$ cat config.mk
export PLATFORM = sky130hd
export DESIGN_NAME = regfile_write_arbiter
export DESIGN_NICKNAME = d
export VERILOG_FILES = /design/src/rtl/regfile_write_arbiter_pkg.sv /design/src/rtl/regfile_write_arbiter_rr.sv /design/src/rtl/regfile_write_arbiter.sv
export SDC_FILE = /design/constraint.sdc
export NUM_CORES = 1
export LEC_CHECK = 0
export CAP_MARGIN = 20
export CORE_ASPECT_RATIO = 1.4
export CORE_MARGIN = 2
export CORE_UTILIZATION = 41
export DETAILED_ROUTE_END_ITERATION = 10
export PLACE_DENSITY = 0.87
export SYNTH_ARGS = -nofsm -noshare
export SYNTH_HDL_FRONTEND = slang
export SYNTH_SLANG_ARGS = --single-unit
$ cat constraint.sdc
create_clock -name clock -period 6.8 [get_ports clock]
set_input_delay 1.02 -clock clock [delete_from_list [all_inputs] [get_ports clock]]
set_output_delay 1.02 -clock clock [all_outputs]
set_load 0.01 [all_outputs]
$ cat src/rtl/regfile_write_arbiter_pkg.sv
// regfile_write_arbiter_pkg: register file geometry shared by the write arbiter and the register file.
package regfile_write_arbiter_pkg;
    localparam int REG_ADDR_W = 5;
    localparam int REG_DATA_W = 32;
    localparam int NUM_REGS = 32;
    localparam int GID_W = 3;
    function automatic int next_idx(input int i, input int n);
        return (i + 1) % n;
    endfunction
endpackage

$ cat src/rtl/regfile_write_arbiter_rr.sv
// rr_arbiter: round-robin grant over req starting at ptr; ptr moves past the winner on advance.
module rr_arbiter
    import regfile_write_arbiter_pkg::*;
#(
    parameter int NUM_REQ = 4
) (
    input  logic               clock,
    input  logic               reset,
    input  logic               advance,
    input  logic [NUM_REQ-1:0] req,
    output logic [NUM_REQ-1:0] grant,
    output logic [GID_W-1:0]   grant_idx
);
    localparam int PTR_W = NUM_REQ > 1 ? $clog2(NUM_REQ) : 1;
    logic [PTR_W-1:0] ptr;
    // Scan from farthest to nearest so the requester closest to ptr is written last and wins.
    always_comb begin
        grant_idx = '0;
        for (int k = NUM_REQ - 1; k >= 0; k--)
            if (req[(int'(ptr) + k) % NUM_REQ]) grant_idx = GID_W'((int'(ptr) + k) % NUM_REQ);
        grant = (!reset && |req) ? NUM_REQ'(1) << grant_idx : '0;
    end
    always_ff @(posedge clock)
        if (reset) ptr <= '0;
        else if (advance) ptr <= PTR_W'(next_idx(int'(grant_idx), NUM_REQ));
endmodule

$ cat src/rtl/regfile_write_arbiter.sv
// regfile_write_arbiter: shares the register file write port among NUM_REQ sources, one registered write per cycle.
module regfile_write_arbiter
    import regfile_write_arbiter_pkg::*;
#(
    parameter int NUM_REQ     = 4,
    parameter bit ZERO_REG_RO = 1'b1,
    parameter int CNT_W       = 16
) (
    input  logic                          clock,
    input  logic                          reset,
    input  logic                          stall,
    input  logic [NUM_REQ-1:0]            req_valid,
    input  logic [NUM_REQ*REG_ADDR_W-1:0] req_reg_no,
    input  logic [NUM_REQ*REG_DATA_W-1:0] req_data,
    output logic [NUM_REQ-1:0]            req_ready,
    output logic                          reg_write,
    output logic [REG_ADDR_W-1:0]         write_reg_no,
    output logic [REG_DATA_W-1:0]         write_data,
    output logic [GID_W-1:0]              grant_id,
    output logic [CNT_W-1:0]              write_count
);
    logic [GID_W-1:0] gidx;
    logic [REG_ADDR_W-1:0] sel_reg_no;
    logic [REG_DATA_W-1:0] sel_data;
    logic granted, do_write;
    rr_arbiter #(.NUM_REQ(NUM_REQ)) u_arb (
        .clock(clock),
        .reset(reset),
        .advance(granted),
        .req(req_valid & {NUM_REQ{~stall}}),
        .grant(req_ready),
        .grant_idx(gidx)
    );
    assign granted = |req_ready;
    assign sel_reg_no = req_reg_no[int'(gidx)*REG_ADDR_W +: REG_ADDR_W];
    assign sel_data = req_data[int'(gidx)*REG_DATA_W +: REG_DATA_W];
    // A write to r0 still completes the handshake; only the register file enable is withheld.
    assign do_write = granted && !(ZERO_REG_RO && sel_reg_no == '0);
    always_ff @(posedge clock)
        if (reset) begin
            reg_write <= 1'b0;
            write_reg_no <= '0;
            write_data <= '0;
            grant_id <= '0;
            write_count <= '0;
        end else begin
            reg_write <= do_write;
            if (granted) begin
                write_reg_no <= sel_reg_no;
                write_data <= sel_data;
                grant_id <= gidx;
            end
            write_count <= write_count + CNT_W'(do_write);
        end
endmodule

; ---- Word-level counts from Yosys, hierarchy flattened
; Index checks and enable logic that the tools add are counted.
[word_totals]
ff_bits = 59
inputBits = 155
output_inout_bits = 61
elab_cells = 50
[classes]
add_sub_neg = 5
n_mul = 1
magnitude_cmp = 4
n_shift = 3
mux = 16
bitwise_logic = 5
n_reduce_logical = 10
[ops]
columns = operator, n
row1 = $shiftx 128x9->32, 1
row2 = $shiftx 20x7->5, 1
row3 = $add 16x1->16, 1
row4 = $lt 3x4->1 const B, 3
row5 = $mux 3, 4
row6 = $bmux 1 s2, 4
row7 = $reduce_or 4->1, 2
row8 = $mux 1, 7
row9 = $mul 3x3->6 const B, 1
row10 = $reduce_or 2->1, 3
row11 = $logic_not 5->1, 1
row12 = $add 2x1->2 const B, 2
row13 = $add 2x2->2 const B, 2
row14 = $and 4x4->4, 1
row15 = $mux 4, 1
row16 = $shl 1x3->4 const A, 1
row17 = $and 1x1->1 const A, 3
row18 = $lt 2x3->1 const B, 1
row19 = $logic_and 1x1->1, 2
row20 = $logic_not 1->1, 2
row21 = $not 1->1, 1

; ---- Depth between registers and ports, before layout
[logic_depth]
depth_word = 16
mapped_depth = 17
mapped_depth_nobuf = 13

; ---- Hierarchy
; A second synthesis with hierarchy kept.
[hier_totals]
hier_cells = 299
area_unflattened_um2 = 3226.8
[modules_own_cells]
columns = module, n_inst, cells_each, area_each_um2, seq_area_each_um2
row1 = regfile_write_arbiter, 1, 267, 2950.3, 1141.1
row2 = rr_arbiter, 1, 32, 276.5, 40.0

; ---- Worst setup path before layout
; No wires, ideal clock.
[synth_path]
path_type = input to register
startpoint = input port req_valid[1]
endpoint = register write_count[10]
setup_time_ns = 0.128
t_arrival_ns = 4.399
t_required_ns = 6.672
path_slack_ns = 2.273
cell_stages = 15
path_buffers = 3
cell_sequence = or2_2 > a32oi_1 > nand3_4 > clkbuf_1 > ha_1 > o41ai_1 > clkbuf_1 > nor3_1 > ha_1 > ha_1 > and2_1 > clkbuf_1 > nand4_1 > xor2_1 > nor2_1
[synth_via]
elab_chain_cells = 14
word_cells_on_any_way = 27
classes_between = add/sub (1) / mul (1) / shift (2) / mux (16) / bitwise (1) / reduce/logical (6)
[synth_rtl]
columns = item, line_no
row1 = from (decl), regfile_write_arbiter.sv:12  ; input logic [NUM_REQ-1:0] req_valid,
row2 = $and 4x4->4 (*), regfile_write_arbiter.sv:30  ; .req(req_valid & {NUM_REQ{~stall}}),
row3 = $bmux 1 s2, regfile_write_arbiter_rr.sv:20  ; if (req[(int'(ptr) + k) % NUM_REQ]) grant_idx = GID_W'((int'(ptr) + k) % NUM_REQ);
row4 = $mux 1 (implied by the code) (2 in series), regfile_write_arbiter_rr.sv:20
row5 = $mux 3 (3 in series), regfile_write_arbiter_rr.sv:20
row6 = $mux 3 (*), regfile_write_arbiter_rr.sv:20
row7 = net gidx[0], regfile_write_arbiter.sv:22  ; logic [GID_W-1:0] gidx;
row8 = $mul 3x3->6, regfile_write_arbiter.sv:35  ; assign sel_reg_no = req_reg_no[int'(gidx)*REG_ADDR_W +: REG_ADDR_W];
row9 = $shiftx 20x7->5, regfile_write_arbiter.sv:35
row10 = $logic_not 5->1, regfile_write_arbiter.sv:38  ; assign do_write = granted && !(ZERO_REG_RO && sel_reg_no == '0);
row11 = $logic_not 1->1, regfile_write_arbiter.sv:38
row12 = $logic_and 1x1->1 (*), regfile_write_arbiter.sv:38
row13 = net do_write, regfile_write_arbiter.sv:25  ; logic granted, do_write;
row14 = $add 16x1->16 (*), regfile_write_arbiter.sv:53  ; write_count <= write_count + CNT_W'(do_write);
row15 = to (signal assigned), regfile_write_arbiter.sv:53
row16 = to (decl), regfile_write_arbiter.sv:20  ; output logic [CNT_W-1:0] write_count
; The timed path passes the listed nets; every way through them passes the cells marked *. The select of a mux whose other input is x is not followed.
; A chain may end at the register's enable or synchronous reset.

; ---- Worst setup path in the final report
[layout_path]
startpoint = input port req_valid[2]
endpoint = output port req_ready[2]
[layout_via]
elab_chain_cells = 10
word_cells_on_any_way = 20
classes_between = shift (1) / mux (16) / bitwise (1) / reduce/logical (2)
[layout_rtl]
columns = item, line_no
row1 = $and 4x4->4 (*), regfile_write_arbiter.sv:30
row2 = $bmux 1 s2, regfile_write_arbiter_rr.sv:20
row3 = $mux 1 (implied by the code) (2 in series), regfile_write_arbiter_rr.sv:20
row4 = $mux 3 (4 in series), regfile_write_arbiter_rr.sv:20
row5 = $shl 1x3->4, regfile_write_arbiter_rr.sv:21  ; grant = (!reset && |req) ? NUM_REQ'(1) << grant_idx : '0;
row6 = $mux 4 (*), regfile_write_arbiter_rr.sv:21
row7 = to (decl), regfile_write_arbiter.sv:15  ; output logic [NUM_REQ-1:0] req_ready,
; Every way passes the cells marked *; elsewhere a longest branch is shown, timed or not. The select of a mux whose other input is x is not followed.

==> results.tsv <==
metric	value	unit
ctsHoldBuffers	0	
period_needed	4.95	ns
critPathMaxFanout	37	
crit_slowest_cell	clkinv_2	
netlist-cell-type-count	40	
fillers	664	
ys.flop_type	dfxtp_1	
syn_inst	362	
critical_path.max_stage_delay	0.65	ns
hpwlAfterDp	8.75	mm
vias	3599	
synth_xor_area_frac	0.0268	
seqCellArea	0.00116	sq mm
synth-simple-area-share	0.162	
status	complete, no violations	
vias_per_cell	5.36	
ir_worst_vdd	154	uV
syn-num-nets	523	
cts_setup_buffers	0	
synth_area	0.00360	sq mm
grt_max_degree	62	
worstPathArrival	3.93	ns
gp_congestion	0.960	
ys_async_sr_fraction	0	
fmax	202	MHz
cts_resized	0	
cts_tree	done	
ant_nets	0	
grt_pass1_vias	3686	
drt-total-wl	11.2	mm
hold_violations	0	
p_leak	2.24	nW
synth-compound-area-share	0.103	
worstMarginPinSlew	0.949	ns
crit_type	input port to output port	
core_area	0.00856	sq mm
setup_tns	0	ns
rsz0062_at_grt	no	
drt-initial-drc-count	200	
antenna_found_initial	0	
nets	722	
p_per_area	196	mW/mm^2
post-route-period-util	0.728	
drive_above_1_share	0.134	
numCtsBuffers	9	
setup-violations-final	0	
final.setup_skew	0.00790	ns
critPathCaptureType	output port	
post-place-ws	1.57	ns
cts-root-buf	clkbuf_16	
grt_pass1_wl	17.8	mm
maxSlewHeadroom	0.368	
overflow	0	
ys_warn_count	0	
port-buffer-count	214	
num_antenna_cells	0	
cts_max_path_buffers	2	
whs	0.475	ns
clk_pin_slew	0.05	ns
die_area	0.00955	sq mm
yosysSeqAreaShare	0.323	
clock-sinks	58	
final_core_util	0.707	
ys_seq_elements	58	
synth-adder-area-share	0.0209	
die_h	115	um
multi_input_area	0.00228	sq mm
fp.dieW	83.2	um
synth_top_family_by_area	multiplexers	
post-route-drc-count	0	
ios	216	
critPathMostFrequentCell	clkdlybuf4s50_1	
first_pass_iters	5	
synth_edf_count	0	
start_util	0.420	
worstPathRequired	5.78	ns
startpoint_type	input port	
drv_slew	0	
syn_to_final_growth	68.2	%
rows	40	
setup_ws	1.85	ns
grt_usage	0.230	
clk_latency	0.31	ns
wl_per_cell	16.7	um
avgSynthCellArea	9.94	sq um
max_cap_violations	0	
htree_levels	3	
min_path_type	flip-flop to flip-flop	
muxShareOfSynthArea	0.316	
crit_chain	clkdlybuf4s50_1, nor2b_1, o21ai_0, o41a_1, clkinv_2, ha_1, and2_1, clkdlybuf4s50_1	
## layout make-up
| type | instances | share of cell area |
|---|---|---|
| well taps | 105 | 0.0217 |
| repair buffers | 217 | 0.357 |
| multi-input cells | 273 | 0.376 |
| clock inverters | 4 | 0.00806 |
| flip-flops and latches | 58 | 0.192 |
| clock buffers | 12 | 0.0440 |
| inverters | 2 | 0.00145 |
## worst paths after layout
check                                    start              to  slack, ns  cells after the start
worst min register to register  write_data[10]  write_data[10]       0.48                      2
worst max-delay path              req_valid[2]    req_ready[2]       1.85                      8
worst min-delay path            write_data[10]  write_data[10]       0.48                      2
worst max register to register    u_arb.ptr[1]   write_data[6]       2.75                     10
## synth_stat cells, types with 5 or more instances
master    count  share of area
nand2_1       6         0.0063
o21ai_1      17          0.024
buf_6         6          0.019
mux2_4       21          0.088
and2_1        5         0.0087
mux2_1       12          0.038
xnor2_1       5          0.012
nor2_1       40          0.042
clkbuf_1     16          0.017
nand3_1       5         0.0070
dfxtp_1      58           0.32
a222oi_1     21          0.058
mux2_2       27          0.084
nor3_1        8          0.011
nor2b_1       8          0.014
mux2i_1      36           0.10
ha_1          6          0.021
nand3b_1     16          0.033
xor2_1        6          0.015
nor4_1        6          0.010
## stage by stage
| stage | power, mW | instance area (sq um) | std cells |
|---|---|---|---|
| after floorplan | 0.567 | 3600 | 362 |
| after global placement | 0.727 | 5740 | 655 |
| after detailed placement | 0.737 | 5740 | 655 |
| after CTS | 1.20 | 6050 | 671 |
| after global routing | 1.24 | 6050 | 671 |
| final | 1.19 | 6050 | 671 |
## metal layers
metal,part of all wire,track usage
met5,0,0
met4,0.050,0.134
met3,0.060,0.0495
met2,0.53,0.416
met1,0.36,0.246
## registers in the layout, indices dropped and copies added (netlist names)
name	flops
write_data	32
grant_id	2
u_arb.ptr	2
reg_write	1
write_reg_no	5
write_count	16
## cells in the final DEF, fill, tap and decap left out, drive strengths merged, types with 3 or more instances in the layout
master         instances
and3                   4
or3                    3
xnor2                  5
nor2                  40
dfxtp                 58
nand3b                16
xor2                   6
buf                    4
and2                   5
nand4                  4
nand2                  6
nand3                  6
clkdlybuf4s50        213
clkinv                 4
clkbuf                12
o21ai                 21
mux2                  60
ha                     6
mux2i                 36
a222oi                21
nor4                   6
nor3                   8
nor2b                  8
a21oi                  4
## logic make-up (layout without fill, tap and decap cells)
kind of cell,Yosys count,after routing
XOR/XNOR,11,11
flip-flops,58,58
other,1,1
adder cells (fa/ha/maj),6,6
buffers and inverters,31,235
AO/OA/AOI/OAI,50,50
AND/OR/NAND/NOR,108,108
multiplexers,97,97
## worst max-delay path: cells and delay by family
kind            cells  cell delay (ns)
compound gates      2             0.43
fa+ha+maj           1             0.49
simple gates        2             0.33
buf+inv             3             1.64
## power breakdown
part           internal (mW)  switching [mW]  total (mW)  leakage, nW
Combinational          0.215           0.133       0.347         1.61
Clock                  0.312           0.148       0.460        0.159
Sequential             0.366          0.0152       0.382        0.473
Note: power is estimated with default switching activity, not from simulation.
